## src/rtl/arb_pkg.sv

```systemverilog
// rtl/arb_pkg.sv - shared types and round-robin search helper for the grant scheduler
package arb_pkg;

  typedef enum logic {
    IDLE  = 1'b0,
    GRANT = 1'b1
  } state_t;

  typedef struct packed {
    logic       found;
    logic [3:0] index;
  } pick_t;

  // Vectors are sized for the largest legal N; only the low n positions are searched.
  function automatic pick_t rr_pick(input logic [15:0] req,
                                    input logic [3:0]  last,
                                    input logic [15:0] mask,
                                    input int          n);
    pick_t r;
    int    j;
    r = '0;
    for (int k = 1; k <= 16; k++) begin
      if (k <= n && !r.found) begin
        j = (int'(last) + k) % n;
        if (req[j] && !mask[j]) begin
          r.found = 1'b1;
          r.index = 4'(j);
        end
      end
    end
    return r;
  endfunction

endpackage

```

## src/rtl/onehot_decoder.sv

```systemverilog
// rtl/onehot_decoder.sv - binary index to one-hot expansion with an enable gate
module onehot_decoder #(
  parameter int W = 2
) (
  input  logic [W-1:0]      in,
  input  logic              enable,
  output logic [2**W-1:0]   out
);

  localparam int O = 2**W;

  assign out = enable ? ({{(O-1){1'b0}}, 1'b1} << in) : '0;

endmodule

```

## src/rtl/rr_grant_scheduler.sv

```systemverilog
// rtl/rr_grant_scheduler.sv - round-robin grant scheduler with per-tenure hold cap
module rr_grant_scheduler
  import arb_pkg::*;
#(
  parameter int N        = 4,
  parameter int MAX_HOLD = 8
) (
  input  logic                 clk,
  input  logic                 rst,
  input  logic [N-1:0]         req,
  output logic [N-1:0]         gnt,
  output logic [$clog2(N)-1:0] gnt_id,
  output logic                 gnt_valid
);

  localparam int IW = $clog2(N);
  localparam int CW = $clog2(MAX_HOLD + 1);
  localparam logic [CW-1:0] HOLD_MAX = CW'(MAX_HOLD);

  state_t          state, state_nxt;
  logic [IW-1:0]   last, last_nxt;
  logic [IW-1:0]   id_nxt;
  logic [CW-1:0]   cnt, cnt_nxt;

  logic [15:0]     req_ext;
  logic [15:0]     own_mask;
  logic [3:0]      last_ext;
  pick_t           pick_any;
  pick_t           pick_oth;

  always_ff @(posedge clk or posedge rst) begin
    if (rst) begin
      state  <= IDLE;
      gnt_id <= '0;
      last   <= IW'(N - 1);
      cnt    <= '0;
    end else begin
      state  <= state_nxt;
      gnt_id <= id_nxt;
      last   <= last_nxt;
      cnt    <= cnt_nxt;
    end
  end

  always_comb begin
    req_ext            = '0;
    req_ext[N-1:0]     = req;
    last_ext           = '0;
    last_ext[IW-1:0]   = last;
    own_mask           = '0;
    own_mask[gnt_id]   = 1'b1;
    pick_any           = rr_pick(req_ext, last_ext, 16'h0000, N);
    pick_oth           = rr_pick(req_ext, last_ext, own_mask, N);

    state_nxt = state;
    id_nxt    = gnt_id;
    last_nxt  = last;
    cnt_nxt   = cnt;

    case (state)
      IDLE: begin
        if (pick_any.found) begin
          state_nxt = GRANT;
          id_nxt    = IW'(pick_any.index);
          last_nxt  = IW'(pick_any.index);
          cnt_nxt   = CW'(1);
        end
      end
      GRANT: begin
        // Handover happens on release, or on expiry of the hold cap under contention.
        if ((!req[gnt_id] || cnt == HOLD_MAX) && pick_oth.found) begin
          id_nxt   = IW'(pick_oth.index);
          last_nxt = IW'(pick_oth.index);
          cnt_nxt  = CW'(1);
        end else if (!req[gnt_id]) begin
          state_nxt = IDLE;
          id_nxt    = '0;
          cnt_nxt   = '0;
        end else if (cnt != HOLD_MAX) begin
          cnt_nxt = cnt + 1'b1;
        end
      end
      default: begin
        state_nxt = IDLE;
        id_nxt    = '0;
        cnt_nxt   = '0;
      end
    endcase
  end

  assign gnt_valid = (state == GRANT);

  onehot_decoder #(.W(IW)) u_dec (
    .in     (gnt_id),
    .enable (gnt_valid),
    .out    (gnt)
  );

endmodule
```

## config.mk

```make
export PLATFORM = sky130hd
export DESIGN_NAME = rr_grant_scheduler
export DESIGN_NICKNAME = d
export VERILOG_FILES = /design/src/rtl/arb_pkg.sv /design/src/rtl/onehot_decoder.sv /design/src/rtl/rr_grant_scheduler.sv
export SDC_FILE = /design/constraint.sdc
export NUM_CORES = 1
export LEC_CHECK = 0
export CAP_MARGIN = 10
export CORE_MARGIN = 2
export CORE_UTILIZATION = 50
export DETAILED_ROUTE_END_ITERATION = 8
export GPL_TIMING_DRIVEN = 0
export MAX_ROUTING_LAYER = met4
export PLACE_DENSITY = 0.73
export SETUP_SLACK_MARGIN = 0.15
export SLEW_MARGIN = 20
export SYNTH_ARGS = -nofsm -noshare
export SYNTH_HDL_FRONTEND = slang
export SYNTH_SLANG_ARGS = --single-unit
```

## constraint.sdc

```tcl
create_clock -name clk -period 2.4 [get_ports clk]
set_input_delay 0.72 -clock clk [delete_from_list [all_inputs] [get_ports clk]]
set_output_delay 0.72 -clock clk [all_outputs]
set_load 0.005 [all_outputs]
```

# Yosys cells after proc, flatten, opt, wreduce, memory -nomap -nowiden
# Memories as Yosys holds them, arrays and structs flattened.
# Index checks and enable logic that the tools add are counted.
# totals
ff_bits	9
latch_bits	0
ram_bits	0
rom_bits	32
in_bits	6
out_inout_bits	7
mem_count	4
# classes
addsub	5
mul	0
div_mod_pow	0
magnitude_cmp	7
eq_ne	6
n_shift	1
n_mux	66
n_bitwise	5
reduce_logical	27
# mem_list
name	depth	width	rd	rd_clocked_by_memory_dff	write_ports	line	text
(no name shown)	8	1	1	0	0	arb_pkg.sv:25	if (req[j] && !mask[j]) begin
(no name shown)	8	1	1	0	0	arb_pkg.sv:25	
(no name shown)	8	1	1	0	0	arb_pkg.sv:25	
(no name shown)	8	1	1	0	0	arb_pkg.sv:25	
# op_table
cell	count
5-bit two-way mux	14
1-bit two-way mux	29
1-bit binary-select mux with 3-bit select	8
3-bit by 6-bit less-than comparator with 1-bit output (second input constant)	4
4-bit two-way mux	5
1-bit logical AND	10
1-bit logical NOT	9
2-bit two-way mux	4
2-bit case mux with 2 select lines	2
4-bit case mux with 2 select lines	1
2-bit OR reduction	4
2-bit AND reduction	3
2-bit by 5-bit less-than comparator with 1-bit output (second input constant)	1
2-bit by 1-bit adder with 2-bit output (second input constant)	2
2-bit adder (second input constant)	2
4-bit by 1-bit adder with 4-bit output (second input constant)	1
1-bit AND (first input constant)	4
4-bit == test (second input constant)	1
4-bit by 2-bit != test with 1-bit output (second input constant)	1
4-bit != test (second input constant)	1
1-bit by 2-bit << shifter with 4-bit output (first input constant)	1
2-bit by 3-bit less-than comparator with 1-bit output (second input constant)	1
3-bit by 2-bit != test with 1-bit output (second input constant)	1
1-bit binary-select mux with 2-bit select	1
other kinds (7)	7

# Depth between registers and ports, before layout
# logic_depth
word_depth	19
depth_mapped	8
depth_no_buf	8

# Cells and area by module
# From an unflattened synthesis, not the netlist that was laid out.
# unflattened
cells_unflattened	128
area_unflattened_um2	1069.8
# by_module_without_submodules
module	n_inst	cells_each	area_each_um2	seq_area_each_um2
rr_grant_scheduler	1	124	1032.2	227.7
onehot_decoder	1	4	37.5	0.0

# Worst setup path after synthesis
# Ideal clock, no wire load.
# synth_timing
kind	in2reg
start	input port req[0]
end	register gnt_id[0]
arrival_time_ns	2.051
required_ns	2.264
setup_slack_ns	0.213
stages	7
cell_sequence	clkbuf_8 -> mux4_1 -> and3_1 -> nor2_1 -> o31ai_1 -> a21oi_1 -> o21ai_1
# synth_via
elab_chain_cells	13
# synth_rtl
element	line	text
start: declaration	rr_grant_scheduler.sv:10	input logic [N-1:0] req,
1-bit binary-select mux with 3-bit select	arb_pkg.sv:25	
1-bit two-way mux (implied by the code) (2 in a row)	arb_pkg.sv:25	
1-bit logical AND	arb_pkg.sv:25	
5-bit two-way mux (2 in a row)	arb_pkg.sv:25	
5-bit two-way mux	arb_pkg.sv:23	if (k <= n && !r.found) begin
5-bit two-way mux	arb_pkg.sv:25	
5-bit two-way mux	arb_pkg.sv:23	
5-bit two-way mux	arb_pkg.sv:25	
5-bit two-way mux	arb_pkg.sv:23	
2-bit two-way mux, on equally long branches	rr_grant_scheduler.sv:71, rr_grant_scheduler.sv:62	
2-bit case mux with 2 select lines	rr_grant_scheduler.sv:60	case (state)
end signal: assignment	rr_grant_scheduler.sv:39	gnt_id <= id_nxt;
end: declaration	rr_grant_scheduler.sv:12	output logic [$clog2(N)-1:0] gnt_id,
# Parallel ways exist; a longest one is shown, timed or not. The select of a mux whose other input is x is not followed.
# A chain may end at the register's enable or synchronous reset.

# Final worst setup path
# layout_timing
start	register last[1]
end	register cnt[3]
# layout_via
elab_chain_cells	15
# layout_rtl
element	line	text
start: declaration	rr_grant_scheduler.sv:21	logic [IW-1:0] last, last_nxt;
start signal: assignment	rr_grant_scheduler.sv:35	last <= IW'(N - 1);
start signal: assignment	rr_grant_scheduler.sv:40	last <= last_nxt;
2-bit adder or 2-bit by 1-bit adder with 2-bit output (tied branches)	arb_pkg.sv:24	j = (int'(last) + k) % n;
2-bit OR reduction (no source line)	--	
1-bit AND (no source line)	--	
1-bit binary-select mux with 3-bit select	arb_pkg.sv:25	
1-bit two-way mux (implied by the code) (2 in a row)	arb_pkg.sv:25	
1-bit logical NOT	arb_pkg.sv:25	
1-bit logical AND	arb_pkg.sv:25	
5-bit two-way mux	arb_pkg.sv:25	
5-bit two-way mux (3 in a row)	arb_pkg.sv:23	
1-bit logical AND	rr_grant_scheduler.sv:71	if ((!req[gnt_id] || cnt == HOLD_MAX) && pick_oth.found) begin
4-bit by 2-bit != test with 1-bit output (no source line) or 4-bit two-way mux (tied branches)	--	
2-bit AND reduction (no source line) or 4-bit case mux with 2 select lines (tied branches)	--	
end signal: assignment	rr_grant_scheduler.sv:41	cnt <= cnt_nxt;
end: declaration	rr_grant_scheduler.sv:23	logic [CW-1:0] cnt, cnt_nxt;
# Parallel ways exist; a longest one is shown, timed or not. The select of a mux whose other input is x is not followed.

==> impl_metrics.env <==
export IMPL_static_leakage_power_nw=0.626
export IMPL_design_core_area_um2=1920
export IMPL_initial_utilization_pct=51.6
export IMPL_comb_power_share_pct=78.2
export IMPL_switchingPower_uw=915
export IMPL_seq_area_frac_synth_pct=23.0
export IMPL_postLayoutSetupSlackWorst_ns=0.184
export IMPL_cts_tree="yes"
export IMPL_worstPathRequired_ns=2.59
export IMPL_avgViaCountPerCell=6.36
export IMPL_dp_slack_ns=-0.433
export IMPL_post_route_cells_drive_above_1_share_pct=41.8
export IMPL_hold_path_class="flip-flop to flip-flop"
export IMPL_clock_tree_buffer_depth=2
export IMPL_synth_area_um2=991
export IMPL_io_buffers=11
export IMPL_antenna_violations_before_repair=0
export IMPL_final_period_utilization_pct=92.3
export IMPL_antenna_left=0
export IMPL_cts_reportedPaths_clkPinSlew_ns=0.06
export IMPL_final_design_area_no_fill_um2=1390
export IMPL_postSynthAreaPerCell_um2=8.54
export IMPL_synth_compound_area_share_pct=34.7
export IMPL_setup_repair_after_global_routing_missed_its_margin="true"
export IMPL_power_share_clock_pct=6.2
export IMPL_async_reset_ff_share_pct=100
export IMPL_clock_network_latency_to_the_later_pin_of_the_worst_skew_pair_ns=0.27
export IMPL_placement_rows=16
export IMPL_areaGrowthSynthToFinish_pct=40.5
export IMPL_synthDistinctLibCells=55
export IMPL_drt_first_iter_violations=36
export IMPL_commonest_cells_after_routing_fill_and_taps_aside="sky130_fd_sc_hd__buf_4 (15), sky130_fd_sc_hd__nor2_1 (7), sky130_fd_sc_hd__o21ai_0 (6), sky130_fd_sc_hd__dfrtp_1 (6)"
export IMPL_grt_max_degree=11
export IMPL_die_width_um=48.5
export IMPL_synth_top_family_by_area="compound AO/OA/AOI/OAI gates"
export IMPL_finalSetupViolCount=0
export IMPL_intPower_mw=1.02
export IMPL_finalWorstPathRequiredPeriod_ns=2.22
export IMPL_cts_buffers_inserted=3
export IMPL_most_instantiated_flip_flop_cell_in_the_synthesis_netlist="sky130_fd_sc_hd__dfrtp_1"
export IMPL_post_synth_fa_ha_maj_area_fraction_pct=2.53
export IMPL_synthSimpleGateAreaFrac_pct=24.9
export IMPL_hold_path_cell_count=1
export IMPL_fin_util_pct=72.5
export IMPL_layout_commonest_cell="sky130_fd_sc_hd__buf_4"
export IMPL_die_height_um=48.5
export IMPL_post_synth_xor_xnor_area_pct=0.884
export IMPL_worst_path_max_fanout=10
export IMPL_remaining_routing_drc_violations=0
export IMPL_tightestPinTransition_ns=0.419
export IMPL_hold_violations=0
export IMPL_p_sw_share_pct=47.3
export IMPL_fmaxAchievable_ghz=0.451
export IMPL_timing_hold_ws_ns=0.503
export IMPL_worst_r2r_path_depth=7
export IMPL_run_status="finished, final reports clean"
export IMPL_vdd_ir_drop_worst_uv=826
export IMPL_fin_worst_skew_ns=0.000918
export IMPL_cts_hold_buffers=0
export IMPL_drv_max_cap_violation_count=0
export IMPL_wl_per_cell_um=17.2
export IMPL_total_instance_count_after_detailed_placement=154
export IMPL_i_o_pin_count=13
export IMPL_endpoint_kind="flip-flop"
export IMPL_floorplan_die_area_um2=2350
export IMPL_synth_seq_cells=9
export IMPL_total_nets_final=155
export IMPL_seqPwrFrac_pct=15.6
export IMPL_worst_setup_path_start_kind="flip-flop"
export IMPL_dr_pass1_iters=4
export IMPL_final_instance_count_excl_fill=173
export IMPL_yosys_warnings=0
export IMPL_routed_wirelength_mm=2.98
export IMPL_first_global_vias=986
export IMPL_clkSinkCount=9
export IMPL_grt_overflow_total=0
export IMPL_portion_of_netlist_area_occupied_by_mux_cells_pct=5.68
export IMPL_final_max_slew_viol_count=0
export IMPL_critical_path_arrival_ns=2.41
export IMPL_global_route_wire_length_before_repair_mm=4.65
export IMPL_cts_htree_levels=1
export IMPL_cts_root_buffer_cell="sky130_fd_sc_hd__clkbuf_4"
export IMPL_postPlaceCellArea_um2=1130
export IMPL_synth_edff_count=0
export IMPL_critPathKind="flip-flop to flip-flop"
export IMPL_tightest_slew_margin_relative_to_the_limit_pct=71.8
export IMPL_routed_via_count=1101
export IMPL_routabilityCongestion=0.893
export IMPL_grtUsageTotal_pct=25.7
export IMPL_synthCells=116
export IMPL_diodes=0
export IMPL_detailed_place_hpwl_mm=1.83
export IMPL_syn_nets=124
export IMPL_power_per_cell_area_nw_per_um2=1390
cells by family after synthesis:
kind of cell             count (synthesis)
AO/OA/AOI/OAI                           44
XOR/XNOR                                 1
adder cells (fa/ha/maj)                  2
buffers and inverters                   15
flip-flops                               9
multiplexers                             4
AND/OR/NAND/NOR                         41
power by group through the flow:
stage	registers [mW]	clock network, mW	logic, mW
after detailed placement	0.302	0	1.12
after CTS	0.290	0.124	1.25
after global placement	0.299	0	1.09
after global routing	0.312	0.134	1.64
after floorplan	0.281	0	0.850
final	0.302	0.120	1.51
synthesized netlist by cell type, types with 2 or more instances:
master	n	area (um2)
sky130_fd_sc_hd__a22oi_1	4	30.0
sky130_fd_sc_hd__nor2b_1	2	12.5
sky130_fd_sc_hd__a221oi_2	2	30.0
sky130_fd_sc_hd__nand2b_1	3	18.8
sky130_fd_sc_hd__clkbuf_1	2	7.51
sky130_fd_sc_hd__and3_2	2	15.0
sky130_fd_sc_hd__dfstp_2	2	52.6
sky130_fd_sc_hd__a21oi_1	7	35.0
sky130_fd_sc_hd__o31ai_1	3	22.5
sky130_fd_sc_hd__a211o_1	2	17.5
sky130_fd_sc_hd__o21ai_0	6	30.0
sky130_fd_sc_hd__nor2_1	9	33.8
sky130_fd_sc_hd__nand2_1	5	18.8
sky130_fd_sc_hd__a31oi_1	4	25.0
sky130_fd_sc_hd__dfrtp_1	7	175
sky130_fd_sc_hd__and3_1	2	12.5
sky130_fd_sc_hd__inv_1	8	30.0
sky130_fd_sc_hd__o21ai_1	2	10.0
sky130_fd_sc_hd__buf_4	2	15.0
sky130_fd_sc_hd__ha_1	2	25.0
sky130_fd_sc_hd__o211ai_1	2	15.0
sky130_fd_sc_hd__nand3b_1	2	15.0
sky130_fd_sc_hd__nor3_1	2	10.0
sky130_fd_sc_hd__mux2i_1	3	30.0
stage by stage:
stage	TNS [ns]	power, mW
6_report	0	1.94
5_1_grt	0	2.09
4_1_cts	0	1.67
3_5_place_dp	-2.96	1.42
3_3_place_gp	-2.66	1.39
2_1_floorplan	0	1.13
repair_timing:
action | in CTS | in global routing
cloned | 0 | 0
resized for setup | 15 | 29
pin swaps | 0 | 4
setup endpoints to repair | 11 | 11
buffers inserted | 6 | 9
final cells by class:
type	instances	area, um2
fillers	150	529
flip-flops and latches	9	229
repair buffers	26	215
multi-input cells	92	776
inverters	8	33.8
clock buffers	3	22.5
clock inverters	1	5.00
well taps	27	33.8
plain buffers	7	77.6
critical path, cell delays in order (launching register included):
cell and delay (ns):
sky130_fd_sc_hd__dfstp_2 0.53, sky130_fd_sc_hd__clkbuf_4 0.24, sky130_fd_sc_hd__clkinvlp_4 0.21, sky130_fd_sc_hd__a221oi_4 0.26, sky130_fd_sc_hd__o32ai_2 0.17, sky130_fd_sc_hd__or2_4 0.26, sky130_fd_sc_hd__a211o_1 0.29, sky130_fd_sc_hd__a31oi_1 0.17
sequential cells by signal (all words and copies together) (netlist names):
signal / flops
gnt_id: 2
last: 2
cnt: 4
gnt_valid: 1
per-layer routing:
metal  vias up  wire length [um]  GRT usage [%]
met5         -                 0              -
met4         0                36           6.19
met3         7               245           5.25
met2        63              1430           39.4
met1       527              1270           35.1
li1        504                 -              -
final timing paths:
| kind | from | end | slack [ns] |
|---|---|---|---|
| setup / recovery | last[1] | cnt[3] | 0.18 |
| hold / removal | cnt[3] | cnt[3] | 0.50 |
| setup reg to reg | last[1] | cnt[3] | 0.18 |
| hold reg to reg | cnt[3] | cnt[3] | 0.50 |
| max in group asynchronous | rst | last[1] | 1.40 |
| min in group asynchronous | rst | gnt_valid | 0.71 |
No activity file was read; power rests on OpenSTA's default activity.
